`src/rtl/brnch_pred_pht_nbit_pkg.sv`:
```
// Shared definitions for the N-bit PHT branch predictor.
//   BR_OPCODE  : opcode of the conditional branch decoded upstream in IF
//   sat_inc    : saturating increment of a w-bit counter held in 32 bits
//   sat_dec    : saturating decrement of a w-bit counter held in 32 bits
//   ctr_init   : weakly-not-taken reset value for a w-bit counter
package brnch_pred_pkg;

  localparam logic [5:0] BR_OPCODE = 6'b000100;

  function automatic logic [31:0] ctr_max(input int unsigned w);
    return (32'd1 << w) - 32'd1;
  endfunction

  function automatic logic [31:0] sat_inc(input logic [31:0] v, input int unsigned w);
    logic [31:0] max;
    max = ctr_max(w);
    return (v >= max) ? max : v + 32'd1;
  endfunction

  function automatic logic [31:0] sat_dec(input logic [31:0] v, input int unsigned w);
    return (v == 32'd0) ? 32'd0 : ((v - 32'd1) & ctr_max(w));
  endfunction

  function automatic logic [31:0] ctr_init(input int unsigned w);
    return (32'd1 << (w - 1)) - 32'd1;
  endfunction

endpackage

```
`src/rtl/brnch_pred_pht_nbit_if.sv`:
```
// Predictor <-> pipeline signal bundle.
//   master : pipeline side, drives IF branch/PC, stall and resolved outcome
//   slave  : predictor side, returns predictions, flush and perf counts
interface brnch_pred_pht_nbit_if #(
  parameter int unsigned PC_W  = 32,
  parameter int unsigned CNT_W = 32
);
  logic             if_br_valid;
  logic [PC_W-1:0]  if_pc;
  logic             stall;
  logic             id_taken;
  logic             pred_taken;
  logic             id_pred_taken;
  logic             flush;
  logic [CNT_W-1:0] br_cnt;
  logic [CNT_W-1:0] mispred_cnt;

  modport master (
    output if_br_valid, if_pc, stall, id_taken,
    input  pred_taken, id_pred_taken, flush, br_cnt, mispred_cnt
  );

  modport slave (
    input  if_br_valid, if_pc, stall, id_taken,
    output pred_taken, id_pred_taken, flush, br_cnt, mispred_cnt
  );
endinterface

```
`src/rtl/brnch_pht.sv`:
```
// Pattern history table of 2^IDX_W saturating counters.
//   clk, rst   : clock, synchronous active-high reset (all entries weakly-not-taken)
//   rd_idx/ctr : combinational read port
//   wr_*       : write port; on wr_en the entry moves one step toward wr_taken
module brnch_pht
  import brnch_pred_pkg::*;
#(
  parameter int unsigned IDX_W = 6,
  parameter int unsigned CTR_W = 2
) (
  input  logic             clk,
  input  logic             rst,
  input  logic [IDX_W-1:0] rd_idx,
  output logic [CTR_W-1:0] rd_ctr,
  input  logic             wr_en,
  input  logic [IDX_W-1:0] wr_idx,
  input  logic             wr_taken
);
  localparam int unsigned     Entries = 1 << IDX_W;
  localparam logic [31:0]     InitW   = ctr_init(CTR_W);
  localparam logic [CTR_W-1:0] Init   = InitW[CTR_W-1:0];

  logic [CTR_W-1:0] ctr_q [Entries];
  logic [31:0]      cur_w;
  logic [31:0]      nxt_w;
  logic [CTR_W-1:0] wr_next;
  logic             unused_nxt;

  // No write-to-read bypass: a same-cycle lookup sees the pre-update value.
  assign rd_ctr = ctr_q[rd_idx];

  always_comb begin
    cur_w   = 32'(ctr_q[wr_idx]);
    nxt_w   = wr_taken ? sat_inc(cur_w, CTR_W) : sat_dec(cur_w, CTR_W);
    wr_next = nxt_w[CTR_W-1:0];
  end

  assign unused_nxt = ^nxt_w;

  always_ff @(posedge clk) begin
    if (rst) begin
      for (int i = 0; i < Entries; i++) ctr_q[i] <= Init;
    end else if (wr_en) begin
      ctr_q[wr_idx] <= wr_next;
    end
  end
endmodule

```
`src/rtl/brnch_pred_pht_nbit.sv`:
```
// Dynamic branch predictor: PC-indexed PHT with optional gshare hashing.
//   clk, rst : clock, synchronous active-high reset
//   bus      : slave side of brnch_pred_pht_nbit_if (IF lookup, ID resolve,
//              flush on mispredict, branch / mispredict counts)
// The prediction made in IF travels with the branch into ID; the ID outcome
// trains the counter and the (non-speculative) global history.
module brnch_pred_pht_nbit
  import brnch_pred_pkg::*;
#(
  parameter int unsigned PC_W  = 32,
  parameter int unsigned IDX_W = 6,
  parameter int unsigned CTR_W = 2,
  parameter int unsigned GHR_W = 0,
  parameter int unsigned CNT_W = 32
) (
  input logic                 clk,
  input logic                 rst,
  brnch_pred_pht_nbit_if.slave bus
);
  logic [IDX_W-1:0] hist;
  logic [IDX_W-1:0] idx;
  logic [CTR_W-1:0] rd_ctr;
  logic             pred;

  logic             id_valid_q;
  logic [IDX_W-1:0] id_idx_q;
  logic             id_pred_q;

  logic             res;
  logic             mispred;
  logic             flush;

  logic [CNT_W-1:0] br_cnt_q;
  logic [CNT_W-1:0] mispred_cnt_q;
  logic             unused_pc;

  assign unused_pc = ^{bus.if_pc[PC_W-1:IDX_W+2], bus.if_pc[1:0]};

  if (GHR_W > 0) begin : g_gshare
    logic [GHR_W-1:0] ghr_q;

    always_comb begin
      hist = '0;
      for (int i = 0; i < GHR_W; i++) hist[i] = ghr_q[i];
    end

    // Shifted only by resolved branches, so lookups never see wrong-path history.
    always_ff @(posedge clk) begin
      if (rst) begin
        ghr_q <= '0;
      end else if (res) begin
        ghr_q[0] <= bus.id_taken;
        for (int i = 1; i < GHR_W; i++) ghr_q[i] <= ghr_q[i-1];
      end
    end
  end else begin : g_bimodal
    assign hist = '0;
  end

  assign idx  = bus.if_pc[IDX_W+1:2] ^ hist;
  assign pred = rd_ctr[CTR_W-1];

  // rst gates resolution so an in-flight ID branch is dropped silently.
  assign res     = id_valid_q & ~bus.stall & ~rst;
  assign mispred = bus.id_taken != id_pred_q;
  assign flush   = res & mispred;

  brnch_pht #(
    .IDX_W (IDX_W),
    .CTR_W (CTR_W)
  ) u_pht (
    .clk      (clk),
    .rst      (rst),
    .rd_idx   (idx),
    .rd_ctr   (rd_ctr),
    .wr_en    (res),
    .wr_idx   (id_idx_q),
    .wr_taken (bus.id_taken)
  );

  // A branch fetched during a flush is on the wrong path and never reaches ID.
  always_ff @(posedge clk) begin
    if (rst) begin
      id_valid_q <= 1'b0;
      id_idx_q   <= '0;
      id_pred_q  <= 1'b0;
    end else if (!bus.stall) begin
      id_valid_q <= bus.if_br_valid & ~flush;
      id_idx_q   <= idx;
      id_pred_q  <= pred;
    end
  end

  always_ff @(posedge clk) begin
    if (rst) begin
      br_cnt_q      <= '0;
      mispred_cnt_q <= '0;
    end else if (res) begin
      if (br_cnt_q != '1) br_cnt_q <= br_cnt_q + 1'b1;
      if (mispred && mispred_cnt_q != '1) mispred_cnt_q <= mispred_cnt_q + 1'b1;
    end
  end

  assign bus.pred_taken    = bus.if_br_valid & pred & ~bus.stall;
  assign bus.id_pred_taken = id_valid_q & id_pred_q;
  assign bus.flush         = flush;
  assign bus.br_cnt        = br_cnt_q;
  assign bus.mispred_cnt   = mispred_cnt_q;
endmodule
```
`src/flat_wrapper.sv`:
```
// flat-port wrapper written by rule: the top's interface ports become plain ports
module brnch_pred_pht_nbit_flat import brnch_pred_pkg::*;
#(
  parameter int unsigned PC_W  = 32,
  parameter int unsigned IDX_W = 6,
  parameter int unsigned CTR_W = 2,
  parameter int unsigned GHR_W = 0,
  parameter int unsigned CNT_W = 32
)
  (clk, rst, bus_if_br_valid, bus_if_pc, bus_stall, bus_id_taken, bus_pred_taken, bus_id_pred_taken, bus_flush, bus_br_cnt, bus_mispred_cnt);
  brnch_pred_pht_nbit_if #(.PC_W(PC_W), .CNT_W(CNT_W)) bus_i ();
  input logic clk;
  input logic rst;
  input wire logic [$bits(bus_i.if_br_valid)-1:0] bus_if_br_valid;
  input wire logic [$bits(bus_i.if_pc)-1:0] bus_if_pc;
  input wire logic [$bits(bus_i.stall)-1:0] bus_stall;
  input wire logic [$bits(bus_i.id_taken)-1:0] bus_id_taken;
  output wire logic [$bits(bus_i.pred_taken)-1:0] bus_pred_taken;
  output wire logic [$bits(bus_i.id_pred_taken)-1:0] bus_id_pred_taken;
  output wire logic [$bits(bus_i.flush)-1:0] bus_flush;
  output wire logic [$bits(bus_i.br_cnt)-1:0] bus_br_cnt;
  output wire logic [$bits(bus_i.mispred_cnt)-1:0] bus_mispred_cnt;
  assign bus_i.if_br_valid = bus_if_br_valid;
  assign bus_i.if_pc = bus_if_pc;
  assign bus_i.stall = bus_stall;
  assign bus_i.id_taken = bus_id_taken;
  assign bus_pred_taken = bus_i.pred_taken;
  assign bus_id_pred_taken = bus_i.id_pred_taken;
  assign bus_flush = bus_i.flush;
  assign bus_br_cnt = bus_i.br_cnt;
  assign bus_mispred_cnt = bus_i.mispred_cnt;
  brnch_pred_pht_nbit #(.PC_W(PC_W), .IDX_W(IDX_W), .CTR_W(CTR_W), .GHR_W(GHR_W), .CNT_W(CNT_W)) u_core (.clk(clk), .rst(rst), .bus(bus_i));
endmodule
```
`config.mk`:
```
export PLATFORM = sky130hd
export DESIGN_NAME = brnch_pred_pht_nbit_flat
export DESIGN_NICKNAME = d
export VERILOG_FILES = /design/src/rtl/brnch_pred_pht_nbit_pkg.sv /design/src/rtl/brnch_pred_pht_nbit_if.sv /design/src/rtl/brnch_pht.sv /design/src/rtl/brnch_pred_pht_nbit.sv /design/src/flat_wrapper.sv
export SDC_FILE = /design/constraint.sdc
export NUM_CORES = 1
export LEC_CHECK = 0
export BUFFER_PORTS_ARGS = -buffer_cell sky130_fd_sc_hd__buf_4
export CAP_MARGIN = 25
export CORE_MARGIN = 2
export CORE_UTILIZATION = 26
export CTS_CLUSTER_SIZE = 14
export DETAILED_ROUTE_END_ITERATION = 10
export GPL_TIMING_DRIVEN = 0
export PLACE_DENSITY = 0.46
export SETUP_SLACK_MARGIN = 0.5
export SLEW_MARGIN = 40
export SYNTH_ARGS = -nofsm -noshare
export SYNTH_HDL_FRONTEND = slang
export SYNTH_HIERARCHICAL = 1
export SYNTH_SLANG_ARGS = --single-unit
export TNS_END_PERCENT = 1
```
`constraint.sdc`:
```
create_clock -name clk -period 8.85 [get_ports clk]
set_input_delay 1.77 -clock clk [delete_from_list [all_inputs] [get_ports clk]]
set_output_delay 1.77 -clock clk [all_outputs]
set_load 0.005 [all_outputs]
```
==> flow_metrics.env, run 1 <==
export IMPL_post_cts_resized=0
export IMPL_worst_setup_path_start_kind="input pin"
export IMPL_power_switching_mw=0.5816
export IMPL_post_synth_instance_area_mm2=0.01081
export IMPL_gp_congestion=0.9414
export IMPL_place_area_mm2=0.01207
export IMPL_status="finished, final reports clean"
export IMPL_clkTransAtPathRegs_ps=80
export IMPL_final_setup_skew_ps=17.88
export IMPL_route_vias_total=9066
export IMPL_cp_cell_sequence="buf_4 > clkbuf_1 > buf_2 > mux4_2 > mux4_2 > mux2i_1 > a21oi_1 > and3b_1 > buf_4"
export IMPL_cpPeakStageDelay_ps=630
export IMPL_initialDrtViolationCount=914
export IMPL_final_hold_viol_count=0
export IMPL_final_min_period_over_clock_period_pct=70.53
export IMPL_powerDensity_mw_per_mm2=165.1
export IMPL_wl_per_cell_um=23.28
export IMPL_sequentialPowerShare_pct=48.4
export IMPL_peakVddDrop_v=0.0001037
export IMPL_die_area_mm2=0.04323
export IMPL_critical_path_arrival_ps=4470
export IMPL_cts_tree="done"
export IMPL_cap_viol_max_count=0
export IMPL_post_drt_via_cell_ratio=5.396
export IMPL_firstDrtPassIters=5
export IMPL_grt_start_max_net_pins=19
export IMPL_antenna_cell_count=0
export IMPL_clock_sinks=200
export IMPL_critPathKind="input pin to output port"
export IMPL_grt_overflow=0
export IMPL_worstPathMaxFanout=10
export IMPL_reg2reg_from="u_core/id_idx_q[2]$_SDFFE_PP0N_"
export IMPL_final_area_mm2=0.01266
export IMPL_min_from="u_core/bus.br_cnt[23]$_SDFFE_PP0P_"
export IMPL_initial_core_util_pct=26.42
export IMPL_min_delay_path_class="register to register"
export IMPL_routed_wl_um=39120
export IMPL_die_x_um=207.9
export IMPL_cts_root_buffer_cell="sky130_fd_sc_hd__clkbuf_16"
export IMPL_dieHeight_um=207.9
export IMPL_postSynthNetCount=1078
export IMPL_syn_instance_count=1039
export IMPL_finish_utilization_pct=30.94
export IMPL_post_synth_cell_area_avg_um2=10.41
export IMPL_global_route_wire_length_before_repair_um=57340
export IMPL_clock_tree_htree_level_count=4
export IMPL_grt_pass1_vias=8601
export IMPL_drcViolationCount=0
export IMPL_grt_total_usage_pct=17.87
export IMPL_power_share_of_the_clock_group_pct=39.2
export IMPL_cts_max_path_buffers=2
export IMPL_cts_hold_buffers=0
export IMPL_power_static_leakage_nw=3.877
export IMPL_placement_rows=74
export IMPL_area_growth_syn_to_layout_pct=17.13
export IMPL_worst_r2r_endpoint="u_core/u_pht/ctr_q[31][0]$_SDFFCE_PN1P_"
export IMPL_grt_antenna_before_repair=1
export IMPL_numCtsBuffers=17
export IMPL_drive_gt1_share_pct=19.95
export IMPL_report_final_setup_viol=0
export IMPL_critical_path_required_ps=7080
export IMPL_fin_nets=1174
export IMPL_whs_endpoint="u_core/bus.br_cnt[23]$_SDFFE_PP0P_"
export IMPL_comb_power_share_pct=12.4
export IMPL_io_count=104
export IMPL_yosys_warnings=6
export IMPL_crit_path_top_delay_cell="sky130_fd_sc_hd__mux4_2"
export IMPL_slew_limit_headroom_pct=38.06
export IMPL_whs_path_depth=2
export IMPL_dp_hpwl_um=27970
export IMPL_fin_setup_tns_ps=0
export IMPL_core_area_mm2=0.04092
export IMPL_ant_nets=0
export IMPL_internal_pwr_total_mw=1.510
export IMPL_timing_fmax_mhz=160.2
export IMPL_final_period_minus_worst_setup_slack_ps=6242
export IMPL_fillerInstances=4291
export IMPL_tightest_slew_ps=929.1
export IMPL_r2r_worst_path_cells=9
export IMPL_power_switching_fraction_pct=27.81
export IMPL_post_cts_setup_buffer_count=0
export IMPL_unrepaired_setup_endpoints_after_global_routing="false"
export IMPL_timing_max_transition_violations_final=0
export IMPL_buffer_ports_inserted=77
export IMPL_regToRegSetupSlack_ps=5070
export IMPL_clk_latency_ps=450
export IMPL_worst_setup_path_end_kind="output port"
## registers in the layout (all words and copies together), names as in the netlist
name                    cells
u_core/bus.br_cnt          32
u_core/id_idx_q             6
u_core/id_pred_q            1
u_core/id_valid_q           1
u_core/bus.mispred_cnt     32
u_core/u_pht/ctr_q        128
## layout by cell type (no fill, tap or decap), drive strengths merged, types with 12 or more instances in the layout
| cell type | instances |
|---|---|
| nand4 | 33 |
| xnor2 | 16 |
| nor4 | 17 |
| o31ai | 18 |
| nor2 | 93 |
| inv | 29 |
| nor3 | 47 |
| a21oi | 39 |
| or3 | 19 |
| o21ai | 61 |
| nor2b | 12 |
| or4 | 13 |
| dfxtp | 72 |
| mux2i | 36 |
| mux2 | 16 |
| buf | 118 |
| mux4 | 26 |
| nand3 | 70 |
| clkbuf | 63 |
| edfxtp | 128 |
| nand2 | 90 |
## critical path: cells and delay by family
kind                   cells  cell delay [ps]
multiplexers               3             1350
buffers and inverters      4              970
AND/OR/NAND/NOR            1              230
AO/OA/AOI/OAI              1              140
## metrics by stage
step / power (mW) / std cells / setup slack, ps / hold slack (ps)
global route: 2.155 / 1680 / 2458 / 531.5
global placement: 1.286 / 1648 / 2671 / 480.6
CTS: 2.101 / 1680 / 2641 / 507.7
finish: 2.091 / 1680 / 2608 / 504.7
floorplan: 1.193 / 1039 / 3398 / 464.7
detailed placement: 1.287 / 1648 / 2653 / 496.7
## area by class of cell
type	instances	area [um2]	area share [%]
clock buffers	17	425.4	3.359
multi-input cells	730	4977	39.30
plain buffers	87	485.5	3.834
flip-flops and latches	200	5285	41.74
inverters	22	82.58	0.6521
clock inverters	15	163.9	1.294
well taps	532	665.6	5.256
repair buffers	77	578.1	4.565
## power groups by stage
stage               Sequential (mW)  Combinational (mW)  Clock, mW
global placement               1.03               0.253          0
CTS                            1.01               0.254      0.835
floorplan                      1.03               0.165          0
detailed placement             1.03               0.253          0
global route                   1.01               0.271      0.870
finish                         1.01               0.259      0.820
## how the worst max path moves through the flow
stage                       startpoint              to  slack [ps]  cells after the start
final                     bus_if_pc[2]  bus_pred_taken        2610                      9
after global routing      bus_if_pc[2]  bus_pred_taken        2460                      9
after CTS                 bus_if_pc[2]  bus_pred_taken        2640                      9
after detailed placement  bus_if_pc[2]  bus_pred_taken        2650                      9
after global placement    bus_if_pc[2]  bus_pred_taken        2670                      9
after floorplan           bus_if_pc[2]  bus_pred_taken        3400                      7
## routing by layer
| layer | GRT usage, % | vias to the layer above | routed length [um] |
|---|---|---|---|
| met4 | 7.337 | 2 | 1415 |
| met2 | 27.41 | 427 | 17430 |
| li1 | - | 4115 | - |
| met1 | 24.20 | 4445 | 17220 |
| met3 | 4.196 | 77 | 3032 |
| met5 | 0 | - | 13 |
Power figures use the tool's default switching activity.
==> inputs of run 2 (changes only) <==
ABC_AREA = 1   (was unset)
PLACE_DENSITY = 0.48   (was 0.46)
clock period = 5.6 ns   (was 8.85 ns; I/O delays follow)
==> run 2 against run 1 <==
Against the previous run: flip-flop and latch count unchanged; die area grew 13%; cell count grew 45%; clock-buffer cell count stayed put; critical path type unchanged.
==> flow_metrics.env, run 2 <==
export IMPL_status="finished, final reports clean"
export IMPL_instances_no_fill=2439
export IMPL_min_delay_path_class="register to register"
export IMPL_post_cts_setup_buffer_count=0
export IMPL_power_static_leakage_nw=5.229
export IMPL_critical_path_required_ps=4480
export IMPL_final_hold_viol_count=0
export IMPL_critPathTopFamily="buffers and inverters"
export IMPL_crit_path_top_delay_cell="sky130_fd_sc_hd__clkbuf_1"
export IMPL_ant_nets=0
export IMPL_drcViolationCount=0
export IMPL_die_x_um=220.6
export IMPL_final_setup_skew_ps=14.46
export IMPL_post_synth_cell_area_avg_um2=7.081
export IMPL_grt_overflow=0
export IMPL_post_drt_via_cell_ratio=4.754
export IMPL_cts_tree="done"
export IMPL_numCtsBuffers=17
export IMPL_drive_gt1_share_pct=13.32
export IMPL_whs_path_depth=2
export IMPL_critPathKind="input pin to output port"
export IMPL_worstPathMaxFanout=10
export IMPL_area_growth_syn_to_layout_pct=15.80
export IMPL_clk_latency_ps=470
export IMPL_reg2reg_from="u_core/id_valid_q$_SDFFE_PP0N_"
export IMPL_fin_setup_tns_ps=0
export IMPL_timing_critical_path_depth=14
export IMPL_timing_max_transition_violations_final=0
export IMPL_most_common_layout_cells="526 x sky130_fd_sc_hd__nand2_1, 330 x sky130_fd_sc_hd__nor2_1, 166 x sky130_fd_sc_hd__inv_1"
export IMPL_critical_path_buf_inv_count=6
export IMPL_post_place_cells=2406
export IMPL_peakVddDrop_v=0.0001576
export IMPL_critical_path_top_cell_by_count="sky130_fd_sc_hd__clkbuf_1"
export IMPL_route_vias_total=11590
export IMPL_wl_per_cell_um=18.54
export IMPL_initial_core_util_pct=26.26
export IMPL_antenna_cell_count=0
export IMPL_cpPeakStageDelay_ps=420
export IMPL_critical_path_arrival_ps=3220
export IMPL_cts_root_buffer_cell="sky130_fd_sc_hd__clkbuf_16"
export IMPL_worst_setup_path_end_kind="output port"
export IMPL_grt_total_usage_pct=18.86
export IMPL_syn_instance_count=1723
export IMPL_layout_commonest_cell="sky130_fd_sc_hd__nand2_1"
export IMPL_grt_pass1_vias=10800
export IMPL_buffer_ports_inserted=76
export IMPL_firstDrtPassIters=5
export IMPL_regMostFlops="u_core/u_pht/ctr_q"
export IMPL_die_area_mm2=0.04867
export IMPL_worst_r2r_endpoint="u_core/u_pht/ctr_q[42][1]$_SDFFCE_PN0P_"
export IMPL_dp_hpwl_um=33050
export IMPL_grt_antenna_before_repair=0
export IMPL_report_final_setup_viol=0
export IMPL_final_min_period_over_clock_period_pct=77.45
export IMPL_io_count=104
export IMPL_placement_rows=79
export IMPL_hold_worst_slack_ps=491.6
export IMPL_yosys_warnings=6
export IMPL_initialDrtViolationCount=1121
export IMPL_timing_fmax_mhz=230.6
export IMPL_cap_viol_max_count=0
export IMPL_cts_max_path_buffers=2
export IMPL_tightest_slew_ps=919.8
export IMPL_clock_sinks=200
export IMPL_post_synth_instance_area_mm2=0.01220
export IMPL_routed_wl_um=45230
export IMPL_setup_worst_path_start="bus_if_pc[2]"
export IMPL_r2r_worst_path_cells=9
export IMPL_gp_congestion=0.9712
export IMPL_number_of_flip_flops_under_the_largest_register_name=128
export IMPL_cp_cell_sequence="buf_4 > clkbuf_1 > inv_1 > clkbuf_1 > clkbuf_1 > nor2_1 > o211ai_1 > o211ai_1 > nand3_1 > nand3_1 > nand2_1 > nand2_1 > nor2_1 > buf_4"
export IMPL_postSynthNetCount=1762
export IMPL_global_route_wire_length_before_repair_um=67300
export IMPL_clock_tree_htree_level_count=4
export IMPL_min_from="u_core/id_pred_q$_SDFFE_PP0N_"
export IMPL_unrepaired_setup_endpoints_after_global_routing="false"
export IMPL_cts_hold_buffers=0
export IMPL_whs_endpoint="u_core/id_pred_q$_SDFFE_PP0N_"
export IMPL_powerDensity_mw_per_mm2=237.6
export IMPL_clkTransAtPathRegs_ps=90
export IMPL_grt_start_max_net_pins=20
export IMPL_slew_limit_headroom_pct=38.68
export IMPL_total_power_consumption_of_the_routed_design_mw=3.357
export IMPL_worst_setup_path_start_kind="input pin"
export IMPL_dieHeight_um=220.6
export IMPL_post_cts_resized=0
export IMPL_final_period_minus_worst_setup_slack_ps=4337
export IMPL_regToRegSetupSlack_ps=2420
export IMPL_fin_nets=1858
export IMPL_core_area_mm2=0.04646
## run 2: cell types whose count changed in the layout (fill, tap and decap cells not counted), moves of 20 or more
cell	change
sky130_fd_sc_hd__nand2_1	+436
sky130_fd_sc_hd__nor2_1	+240
sky130_fd_sc_hd__mux2i_1	-36
sky130_fd_sc_hd__mux4_2	-26
sky130_fd_sc_hd__nand2_2	+20
sky130_fd_sc_hd__a21oi_2	+20
sky130_fd_sc_hd__nand3_1	+87
sky130_fd_sc_hd__inv_1	+144
## run 2: worst max path at each step
| stage | slack (ps) | to |
|---|---|---|
| 6_report | 1260 | bus_pred_taken |
| 5_1_grt | 990 | bus_pred_taken |
| 4_1_cts | 1250 | bus_pred_taken |
| 3_5_place_dp | 1260 | bus_pred_taken |
| 3_3_place_gp | 1290 | bus_pred_taken |
| 2_1_floorplan | 2080 | bus_pred_taken |
## run 2: worst register-to-register path, stage by stage, from the launching register on
cell and delay, ps:
sky130_fd_sc_hd__dfxtp_1 400, sky130_fd_sc_hd__nand2_1 100, sky130_fd_sc_hd__nor2_2 220, sky130_fd_sc_hd__buf_2 320, sky130_fd_sc_hd__nand2_1 320, sky130_fd_sc_hd__inv_1 280, sky130_fd_sc_hd__nand3_1 690, sky130_fd_sc_hd__nor2_1 350
sky130_fd_sc_hd__inv_1 100, sky130_fd_sc_hd__nand2_1 110
## run 2: metrics by stage
stage | utilization, % | instance area (um2) | setup slack, ps
after floorplan | - | 12200 | 2080
after global placement | 29.12 | 13530 | 1295
after detailed placement | 29.13 | 13530 | 1258
after CTS | 30.38 | 14110 | 1254
after global routing | 30.41 | 14130 | 990.0
final | 30.41 | 14130 | 1263
## run 2: cell type report
cell class                 instances  area (um2)
fill                            5076       32330
multi-input combinational       1256        5685
sequential                       200        5285
tap                              607       759.5
inverter                         173       650.6
buffer                            94       585.6
timing repair buffer              77       581.8
clock buffer                      17       425.4
clock inverter                    15       155.1
## run 2: power by group
group	internal [mW]	switching [mW]
clock	0.633	0.636
combinational	0.131	0.353
sequential	1.58	0.0205
total	2.35	1.01
## run 2: per-layer routing
metal / GRT usage [%] / wire, um / vias up
li1: - / - / 5682
met1: 26.20 / 20680 / 5470
met2: 29.35 / 20320 / 379
met3: 3.354 / 2922 / 63
met4: 6.644 / 1299 / 0
met5: 0 / 0 / -
